File: src/rtl/main_control_unit.sv
// Main opcode decoder for the single-cycle MIPS-subset core; all strobes registered (1-cycle latency).
// Optional build macro CTRL_ILLEGAL_OP_EN adds a registered illegal_op flag.
module main_control_unit (
    input  logic       clk,
    input  logic       reset,
    input  logic [5:0] opcode,
    output logic       RegDst,
    output logic       Jump,
    output logic       Branch,
    output logic       MemRead,
    output logic       MemToReg,
    output logic [3:0] ALUOp,
    output logic       MemWrite,
    output logic       ALUSrc,
    output logic       RegWrite,
    output logic       PCSrc
`ifdef CTRL_ILLEGAL_OP_EN
    ,
    output logic       illegal_op
`endif
);

    // Control word layout: RegDst Jump Branch MemRead MemToReg ALUOp[3:0] MemWrite ALUSrc RegWrite PCSrc
    logic [12:0] ctrl_d;
    logic [12:0] ctrl_q;
`ifdef CTRL_ILLEGAL_OP_EN
    logic        illegal_d;
    logic        illegal_q;
`endif

    always_comb begin
        ctrl_d = 13'b0;
`ifdef CTRL_ILLEGAL_OP_EN
        illegal_d = 1'b0;
`endif
        case (opcode)
            6'b000000: ctrl_d = 13'b1_0_0_0_0_0010_0_0_1_0; // R-type
            6'b000010: ctrl_d = 13'b0_1_0_0_0_0000_0_0_0_1; // j
            6'b000011: ctrl_d = 13'b0_1_0_0_0_0000_0_0_1_1; // jal
            6'b000100: ctrl_d = 13'b0_0_1_0_0_0001_0_0_0_0; // beq
            6'b000101: ctrl_d = 13'b0_0_1_0_0_0111_0_0_0_0; // bne
            6'b001000: ctrl_d = 13'b0_0_0_0_0_0000_0_1_1_0; // addi
            6'b001010: ctrl_d = 13'b0_0_0_0_0_0110_0_1_1_0; // slti
            6'b001100: ctrl_d = 13'b0_0_0_0_0_0011_0_1_1_0; // andi
            6'b001101: ctrl_d = 13'b0_0_0_0_0_0100_0_1_1_0; // ori
            6'b001110: ctrl_d = 13'b0_0_0_0_0_0101_0_1_1_0; // xori
            6'b100011: ctrl_d = 13'b0_0_0_1_1_0000_0_1_1_0; // lw
            6'b101011: ctrl_d = 13'b0_0_0_0_0_0000_1_1_0_0; // sw
            default: begin
                // Unknown opcode decodes as a NOP: no writes, no redirect.
                ctrl_d = 13'b0;
`ifdef CTRL_ILLEGAL_OP_EN
                illegal_d = 1'b1;
`endif
            end
        endcase
    end

    always_ff @(posedge clk) begin
        if (reset) begin
            ctrl_q <= 13'b0;
`ifdef CTRL_ILLEGAL_OP_EN
            illegal_q <= 1'b0;
`endif
        end else begin
            ctrl_q <= ctrl_d;
`ifdef CTRL_ILLEGAL_OP_EN
            illegal_q <= illegal_d;
`endif
        end
    end

    assign RegDst   = ctrl_q[12];
    assign Jump     = ctrl_q[11];
    assign Branch   = ctrl_q[10];
    assign MemRead  = ctrl_q[9];
    assign MemToReg = ctrl_q[8];
    assign ALUOp    = ctrl_q[7:4];
    assign MemWrite = ctrl_q[3];
    assign ALUSrc   = ctrl_q[2];
    assign RegWrite = ctrl_q[1];
    assign PCSrc    = ctrl_q[0];
`ifdef CTRL_ILLEGAL_OP_EN
    assign illegal_op = illegal_q;
`endif

endmodule

File: config.mk
export PLATFORM = sky130hd
export DESIGN_NAME = main_control_unit
export DESIGN_NICKNAME = d
export VERILOG_FILES = /design/src/rtl/main_control_unit.sv
export SDC_FILE = /design/constraint.sdc
export NUM_CORES = 1
export LEC_CHECK = 0
export ABC_AREA = 1
export CAP_MARGIN = 25
export CORE_AREA = 2 2 39 41
export DETAILED_ROUTE_END_ITERATION = 12
export DIE_AREA = 0 0 41 43
export PLACE_DENSITY = 0.78
export SLEW_MARGIN = 20
export SYNTH_ARGS = -nofsm -noshare
export SYNTH_HDL_FRONTEND = slang
export SYNTH_SLANG_ARGS = --single-unit
File: constraint.sdc
create_clock -name clk -period 1 [get_ports clk]
set_input_delay 0.2 -clock clk [delete_from_list [all_inputs] [get_ports clk]]
set_output_delay 0.2 -clock clk [all_outputs]
set_load 0.02 [all_outputs]
## After elaboration in Yosys (flattened, before gate mapping)

Index checks and enable logic that the tools add are counted.

| word-level totals | value |
|---|---|
| output and inout port bits | 13 |
| logic and storage cells | 14 |
| flip-flop bits (word level) | 13 |
| input bits | 8 |

| operators by class | value |
|---|---|
| reductions and logical operators | 1 |
| equality and inequality tests | 11 |
| muxes and demuxes | 1 |

Operators by type and width:

| kind | count |
|---|---|
| $pmux W13 S12 | 1 |
| $eq A6 B4 Y1 const B | 5 |
| $eq A6 B2 Y1 const B | 2 |
| $eq A6 B3 Y1 const B | 2 |
| $eq A6 B6 Y1 const B | 2 |
| $logic_not A6 Y1 | 1 |

## Depth between registers and ports, before layout

| depth | value |
|---|---|
| depth after elaboration | 2 |
| mapped depth | 8 |
| mapped depth without buffers | 8 |

## Least setup slack after synthesis

OpenSTA, ideal clock, no wires.

| path | value |
|---|---|
| path kind | input port to flip-flop |
| start | input port opcode[1] |
| end | register ctrl_q[1] |
| stages on the path | 6 |
| path slack | 165 ps |
| path buffers | 0 |
| library setup time | 128 ps |
| data required time | 872 ps |
| arrival | 708 ps |
| cell sequence | nor2_1 -> nor2_1 -> nand2_2 -> nand3_2 -> nor2_1 -> nor2_1 |

| on the way | value |
|---|---|
| word-level cells in the longest chain between the ends | 2 |
| elaborated cells on any way between the ends | 13 |
| classes of those cells | eq/ne (11); mux (1); reduce/logical (1) |

RTL lines:

| item | RTL line | source |
|---|---|---|
| start: declaration | 6 | `input logic [5:0] opcode,` |
| $eq A6 B6 Y1 (tied with other cells) | 36 | `case (opcode)` |
| $pmux W13 S12 (*) | 36 |  |
| end signal: assignment | 66 | `ctrl_q <= ctrl_d;` |
| end: declaration | 25 | `logic [12:0] ctrl_q;` |

Every way passes the cells marked *; elsewhere a longest branch is shown, timed or not.
A chain may end at the register's enable or synchronous reset.

==> summary.txt <==
Hold WC Path Type = in -> reg
GP Congestion = 0.846
Initial Utilization = 35.4%
area leader, netlist = dfxtp_1
post-CTS setup buffers = 0
largest registers = ctrl_q (10)
register name with the most flops = ctrl_q
Setup CP Type = reg -> out
wire per inst = 9.03 µm
Final Power = 786 µW
Antenna Violating Nets Remaining = 0
top post-synthesis cells by area = dfxtp_1 (41%), nor2_1 (10%), inv_1 (9.2%)
clk root buf = clkbuf_4
Total Die Area = 1760 µm²
synth unique cells = 16
vias in the first global route = 447
max-slew violation count = 0
Finish-stage setup viols = 0
layout cells sized above 1 = 36.6%
Crit path arrival time = 720 ps
# IOs = 21
synthesis-to-finish area growth = 36.6%
Filler cells = 148
delay-heaviest family, CP = flip-flops
most frequent cells in the layout = inv_1 (12), buf_2 (12), nor2_1 (11), dfxtp_1 (10), nand2_1 (9)
Final HPWL DP = 814 µm
Yosys top cell area share = 40.9%
slowest CP cell = dfxtp_1
Iteration-0 DRC Markers = 13
Worst setup SP type = flop
Die Wd = 41 µm
Total Routing Usage GR = 13.0%
crit path max fanout = 2
Setup crit end kind = primary output
Synth Register Bits = 10
Core Footprint = 1380 µm²
sequential fraction of the synthesis area = 40.9%
Final Cycle Share = 92.1%
f_max = 1090 MHz
hold path cells = 4
H-Tree Depth = 1
crit path launch = ctrl_q[11]
leak pwr = 0.385 nW
die span in y = 43 µm
TritonCTS buffer count = 3
final hold vios = 0
initial antenna violation count = 0
grt total ovfl = 0
Worst Hold Path EP = ctrl_q[10]
CTS Hold Bufs = 0
# nets final = 103
largest net degree at the start of global routing = 6
hold_sp = opcode[4]
number of synthesis warnings = 0
n_diodes = 0
via count = 480
Row Count = 14
Mapped Avg Cell Area = 6.89 µm²
post-route minimum period = 921 ps
vias per cell = 4.40
power density over the cells = 1180 nW/µm²
Cells after Synth = 71
crit-path max cell delay = 310 ps
routed wire length = 984 µm
CTS Sinks = 10
CTS tree = built
drt pass-1 iters = 4
Bufs and invs on worst path = 1
synthesized net count = 79
Reg clk slew, reported paths = 60 ps
outcome = complete, no violations
# DRC = 0
design area = 668 µm²
Post-Place Cells = 106
first-pass GRT wire length = 1590 µm
Post-Layout Cell Count = 109
clock buffer depth = 2
Largest register FFs = 10
Port Buffers = 19
total of max-cap violations = 0
Worst VDD drop = 0.312 mV
worst-path cell chain = buf_2
mapped cell area = 489 µm²
Worst EP required = 800 ps
RSZ-0062 raised after global routing = false
Post-DP Area = 703 µm²
[final cells by class]
cell class              count  area, µm²  area share (%)
inverters                  13       48.8            7.30
multi-input cells          44        224            33.5
clock buffers               3       22.5            3.37
well taps                  16       20.0            3.00
repair buffers             23        153            22.8
flip-flops and latches     10        200            30.0
[Yosys cell counts, drive strengths merged]
cell     n
nand3    6
nor2    18
dfxtp   10
a21oi    2
nor3     2
nand2   14
clkbuf   1
o21ai    1
inv     13
conb     1
buf      3
[power breakdown]
part	internal [mW]	total [mW]	switching, mW
sequential	0.406	0.407	0.00148
combinational	0.0508	0.129	0.0780
clock	0.138	0.250	0.112
total	0.594	0.786	0.192
[logic make-up (layout without fill, tap and decap cells)]
kind of cell	Yosys count	count (layout)	share of synthesized area (%)
flops	10	10	40.9
simple gates	40	40	39.9
other cells	1	1	0.767
compound gates	3	3	3.07
buf+inv	17	39	15.3
[how the worst max path moves through the flow]
stage | end | slack, ps | depth (start not counted)
floorplan | ctrl_q[1] | 160 | 6
global placement | ctrl_q[1] | -380 | 7
detailed placement | ctrl_q[1] | -430 | 7
CTS | PCSrc | 60 | 1
global route | Jump | 10 | 1
finish | PCSrc | 80 | 1
[per-layer routing]
layer  vias to the layer above  global-route usage (%)  routed length [µm]
met2                        20                    23.4                 519
met5                         -                       0                   0
met4                         0                    8.00                  16
met3                         2                    1.57                  79
li1                        253                       -                   -
met1                       205                    12.6                 369
[repair_timing]
item | in CTS | in global routing
pin swaps | 3 | 0
resized for setup | 58 | 1
setup endpoints to repair | 19 | 3
[per-stage QoR]
| step | setup TNS, ps | util [%] | setup WS, ps | hold WS [ps] |
|---|---|---|---|---|
| floorplan | 0 | - | 165 | 361 |
| finish | 0 | 48.3 | 78.7 | 432 |
| detailed placement | -4360 | 50.8 | -433 | 842 |
| CTS | 0 | 48.1 | 62.4 | 426 |
| global placement | -3860 | 50.8 | -377 | 833 |
| global route | 0 | 48.3 | 11.5 | 447 |
Power figures use the tool's default switching activity.
